===== src/rtl/ofmap_packer.sv =====
// Regroups POY result beats of POX lanes into one tile word, queues tiles in a
// small FIFO and hands them to the output writer with per-layer count/last/done.
module ofmap_packer #(
    parameter int POX        = 3,
    parameter int POY        = 3,
    parameter int DEPTH      = 4,
    parameter int TILE_CNT_W = 16
) (
    input  logic                    clk,
    input  logic                    rst,
    input  logic                    start,
    input  logic [TILE_CNT_W-1:0]   num_tiles,
    input  logic [POX*16-1:0]       post_out,
    input  logic                    post_out_valid,
    output logic [POY*POX*16-1:0]   out_data,
    output logic                    out_valid,
    input  logic                    out_ready,
    output logic                    out_last,
    output logic                    busy,
    output logic                    done,
    output logic                    overflow
);
    localparam int LW    = POX * 16;
    localparam int TW    = POY * LW;
    localparam int ROW_W = (POY > 1) ? $clog2(POY) : 1;
    localparam int PTR_W = $clog2(DEPTH);
    localparam int CNT_W = PTR_W + 1;
    localparam logic [ROW_W-1:0] ROW_LAST = ROW_W'(POY - 1);

    typedef enum logic [1:0] {IDLE, RUN, DRAIN} state_t;

    state_t                 state;
    logic [TILE_CNT_W-1:0]  tiles_q;
    logic [TILE_CNT_W-1:0]  tile_cnt;
    logic [ROW_W-1:0]       row_cnt;
    logic [LW-1:0]          stage [POY-1];
    logic [TW-1:0]          mem [DEPTH];
    logic [DEPTH-1:0]       last_mem;
    logic [PTR_W-1:0]       wr_ptr;
    logic [PTR_W-1:0]       rd_ptr;
    logic [CNT_W-1:0]       count;
    logic                   done_q;
    logic                   ovf_q;

    logic [TW-1:0]          tile;
    logic                   beat_go;
    logic                   tile_done;
    logic                   full;
    logic                   is_last_tile;
    logic                   push;
    logic                   pop;

    // The completing beat goes straight into the tile; it is never staged.
    always_comb begin
        tile = '0;
        for (int r = 0; r < POY - 1; r++)
            tile[r*LW +: LW] = stage[r];
        tile[(POY-1)*LW +: LW] = post_out;
    end

    assign beat_go      = (state == RUN) && post_out_valid && !start;
    assign tile_done    = beat_go && (row_cnt == ROW_LAST);
    // Full check uses the registered count only: a same-cycle pop does not rescue the tile.
    assign full         = (count == CNT_W'(DEPTH));
    assign is_last_tile = (tile_cnt == tiles_q - 1'b1);
    assign push         = tile_done && !full;
    assign pop          = out_valid && out_ready && !start;

    assign out_valid = (count != '0);
    assign out_data  = mem[rd_ptr];
    assign out_last  = last_mem[rd_ptr];
    assign busy      = (state != IDLE);
    assign done      = done_q;
    assign overflow  = ovf_q;

    always_ff @(posedge clk or posedge rst) begin
        if (rst) begin
            state    <= IDLE;
            tiles_q  <= '0;
            tile_cnt <= '0;
            row_cnt  <= '0;
            wr_ptr   <= '0;
            rd_ptr   <= '0;
            count    <= '0;
            done_q   <= 1'b0;
            ovf_q    <= 1'b0;
            last_mem <= '0;
            for (int r = 0; r < POY - 1; r++) stage[r] <= '0;
            for (int i = 0; i < DEPTH; i++) mem[i] <= '0;
        end else begin
            done_q <= 1'b0;
            if (start) begin
                // Also the abort path: no done for a layer cut short.
                tiles_q  <= num_tiles;
                tile_cnt <= '0;
                row_cnt  <= '0;
                wr_ptr   <= '0;
                rd_ptr   <= '0;
                count    <= '0;
                ovf_q    <= 1'b0;
                if (num_tiles == '0) begin
                    state  <= IDLE;
                    done_q <= 1'b1;
                end else begin
                    state  <= RUN;
                end
            end else begin
                if (push) begin
                    mem[wr_ptr]      <= tile;
                    last_mem[wr_ptr] <= is_last_tile;
                    wr_ptr           <= wr_ptr + 1'b1;
                end
                if (pop) rd_ptr <= rd_ptr + 1'b1;
                if (push && !pop)      count <= count + 1'b1;
                else if (!push && pop) count <= count - 1'b1;

                unique case (state)
                    RUN: begin
                        if (tile_done) begin
                            row_cnt  <= '0;
                            tile_cnt <= tile_cnt + 1'b1;
                            if (full) ovf_q <= 1'b1;
                            if (is_last_tile) state <= DRAIN;
                        end else if (beat_go) begin
                            for (int r = 0; r < POY - 1; r++)
                                if (row_cnt == ROW_W'(r)) stage[r] <= post_out;
                            row_cnt <= row_cnt + 1'b1;
                        end
                    end
                    DRAIN: begin
                        if (count == '0) begin
                            state  <= IDLE;
                            done_q <= 1'b1;
                        end
                    end
                    default: ;
                endcase
            end
        end
    end
endmodule


===== config.mk =====
export PLATFORM = sky130hd
export DESIGN_NAME = ofmap_packer
export DESIGN_NICKNAME = d
export VERILOG_FILES = /design/src/rtl/ofmap_packer.sv
export SDC_FILE = /design/constraint.sdc
export NUM_CORES = 1
export LEC_CHECK = 0
export ABC_CLOCK_PERIOD_IN_PS = 38600
export CAP_MARGIN = 20
export CORE_UTILIZATION = 26
export DETAILED_ROUTE_END_ITERATION = 7
export MAX_ROUTING_LAYER = met4
export PLACE_DENSITY_LB_ADDON = 0.2
export REMOVE_ABC_BUFFERS = 1
export SYNTH_ARGS = -nofsm -noshare
export SYNTH_HDL_FRONTEND = slang
export SYNTH_SLANG_ARGS = --single-unit

===== constraint.sdc =====
create_clock -name clk -period 38.6 [get_ports clk]
set_clock_uncertainty 0.2 [all_clocks]
set_input_delay 9.65 -clock clk [delete_from_list [all_inputs] [get_ports clk]]
set_output_delay 9.65 -clock clk [all_outputs]
set_load 0.02 [all_outputs]

==> results.toml <==
[power]
powerDensity_nw_per_um2 = 53.6
power.net_switching_mw = 0.545
comb_power_share_pct = 16.4
power.share.sequential_pct = 43.4
vdd_drop_max_mv = 0.0297
leakage_nw = 17.4
p_sw_share_pct = 26.9
internal_power_mw = 1.48
clkPwrFrac_pct = 40.2

[clock_network]
cts_tree = "yes"
path_clk_slew_ps = 60
cts-resized-gates = 0
numCtsBuffers = 85
root_buffer = "clkbuf_16"
cts.sinks = 721
post_cts_buffers = 0
cts_buffer_depth = 3
htreeDepth = 3
insertion_delay_ps = 640
postCtsHoldBufs = 0

[drt]
wl_per_cell_um = 20.5
final_antenna_net_count = 0
vias = 17200
drt-total-wl_um = 77500
drc = 0
avgViaCountPerCell = 4.55
first_pass_iters = 4
first_iter_violations = 706

[critical_path]
crit_end = "out_data[93]"
rr_startpoint = "state[1]"
end_kind = "primary output"
crit_start = "rd_ptr[0]"
path_max_fanout = 39
path_class = "reg2out"
arrival_ps = 4300
critical_path.cell_chain = "buf_4 > buf_4 > mux4_2 > clkdlybuf4s50_1"
worstRegToRegCells = 6
r2r_slack_ps = 34630
crit_top_cell = "buf_4"
start_kind = "flip-flop"
cpPeakStageDelay_ps = 870
crit_required_ps = 28750
r2r_end = "mem[87]"
slowest_stage = "dfrtp_4"

[placement]
dp_hpwl_um = 45500
post-place-ws_ps = 24500
postPlaceCellArea_um2 = 34900
place.port_buffers = 217
place.gp.congestion = 0.723

[global_route]
grt_util_all_layers_pct = 13.4
grt_max_degree = 186
grt_pass1_wl_um = 122000
grt.overflow.total = 0
antenna_found_initial = 0
grt_pass1_vias = 19300

[yosys]
seq_area_frac_synth_pct = 57.7
ys.flop_type = "dfrtp_1"
synth_seq_cells = 721
syn_inst = 1896
yosysWarnings = 0
syn-cell-area_um2 = 31300
synth_cell_types = 49
syn_avg_cell_area_um2 = 16.5
synth-edff-count = 0
async_reset_ff_share_pct = 100

[finish]
fillerInstances = 11500
area_growth_pct = 21.0
nets = 2187
multiInputGateArea_um2 = 12500
final_area_um2 = 37800
regArea_um2 = 18000
drive_gt1_share_pct = 46.5
finalCoreUtilization_pct = 31.9
layout_commonest_cell = "dfrtp_1"
final_cell_mix = "dfrtp_1 (719), mux2_2 (686), clkdlybuf4s50_1 (216), mux4_2 (145), clkbuf_16 (87)"

[hold_path]
holdCritPathClass = "reg2reg"
worstHoldStart = "mem[336]"

[floorplanning]
top_level_ports = 218
die_h_um = 349
die_w_um = 349
rows = 126
initial_utilization_pct = 26.3
coreArea_um2 = 119000
dieArea_um2 = 122000

[sta]
rsz0062_at_grt = "false"
setup_viol = 0
relSlewSlack_pct = 25.6
worstMarginPinSlew_ps = 1120
min_period_over_period_pct = 36.6
hold_viol_final = 0
min_period_ps = 14150
fin_ws_ps = 24450
maxSlewViolCount = 0
fin_setup_tns_ps = 0
clock.fmax_mhz = 70.7

[run]
cap_violations = 0

[run_status]
status = "completed"
## how the worst min path moves through the flow
stage	end	depth (start not counted)
after global placement	mem[349]	1
after CTS	mem[336]	1
final	mem[336]	1
after floorplan	last_mem[2]	1
after detailed placement	mem[305]	1
after global routing	mem[305]	1
## synth_stat cells (10+ instances only)
cell | instances | share of area [%]
nor2_1 | 34 | 0.41
dfrtp_1 | 721 | 58
xor2_1 | 18 | 0.50
mux2_2 | 686 | 25
nor3_1 | 10 | 0.16
nor4_1 | 15 | 0.30
nand2_1 | 27 | 0.32
buf_6 | 41 | 1.5
mux4_2 | 145 | 10
clkbuf_1 | 24 | 0.29
buf_2 | 26 | 0.42
buf_1 | 28 | 0.34
xnor2_1 | 20 | 0.56
## worst max-delay path: cells and delay by family (launching register included)
family   cells  cell delay [ps]
flops        1              870
buf+inv      3             2100
mux          1              600
## flip-flops by register name, indices dropped and copies added, names as in the netlist
register  count
overflow      1
row_cnt       2
wr_ptr        2
mem         576
stage        96
done          1
rd_ptr        2
count         3
last_mem      4
state         2
tiles_q      16
tile_cnt     16
## per-stage QoR
step	hold slack, ps	instances	power (mW)
global placement	281	3622	1.23
global route	307	3772	2.13
finish	297	3773	2.03
CTS	299	3770	2.07
floorplan	268	1777	1.09
detailed placement	287	3622	1.24
## per-layer routing
layer | global-route usage [%] | wire length [um] | up-vias
li1 | - | - | 7488
met1 | 17.0 | 35000 | 9268
met2 | 21.9 | 38300 | 271
met3 | 2.48 | 2580 | 123
met4 | 3.72 | 1720 | 0
met5 | - | 0 | -
## cell families after synthesis
group | share of synthesized area, %
adder cells (fa/ha/maj) | 0.304
multiplexers | 35.3
AND/OR/NAND/NOR | 2.11
buffers and inverters | 2.62
AO/OA/AOI/OAI | 0.920
flip-flops | 57.7
XOR/XNOR | 1.06
## final cells by class
cell class | instances | share of cell area [%]
clock inverter | 27 | 0.953
inverter | 9 | 0.109
tap | 1600 | 5.29
multi-input combinational | 1047 | 32.9
antenna | 1 | 0.00662
timing repair buffer | 247 | 6.46
clock buffer | 121 | 6.54
sequential | 721 | 47.7
## power by group through the flow
stage	clock [mW]	combinational, mW	sequential (mW)
final	0.815	0.333	0.879
after global routing	0.878	0.358	0.892
after CTS	0.847	0.344	0.880
after detailed placement	0	0.342	0.894
after global placement	0	0.339	0.888
after floorplan	0	0.202	0.892
Note: power is estimated with default switching activity, not from simulation.
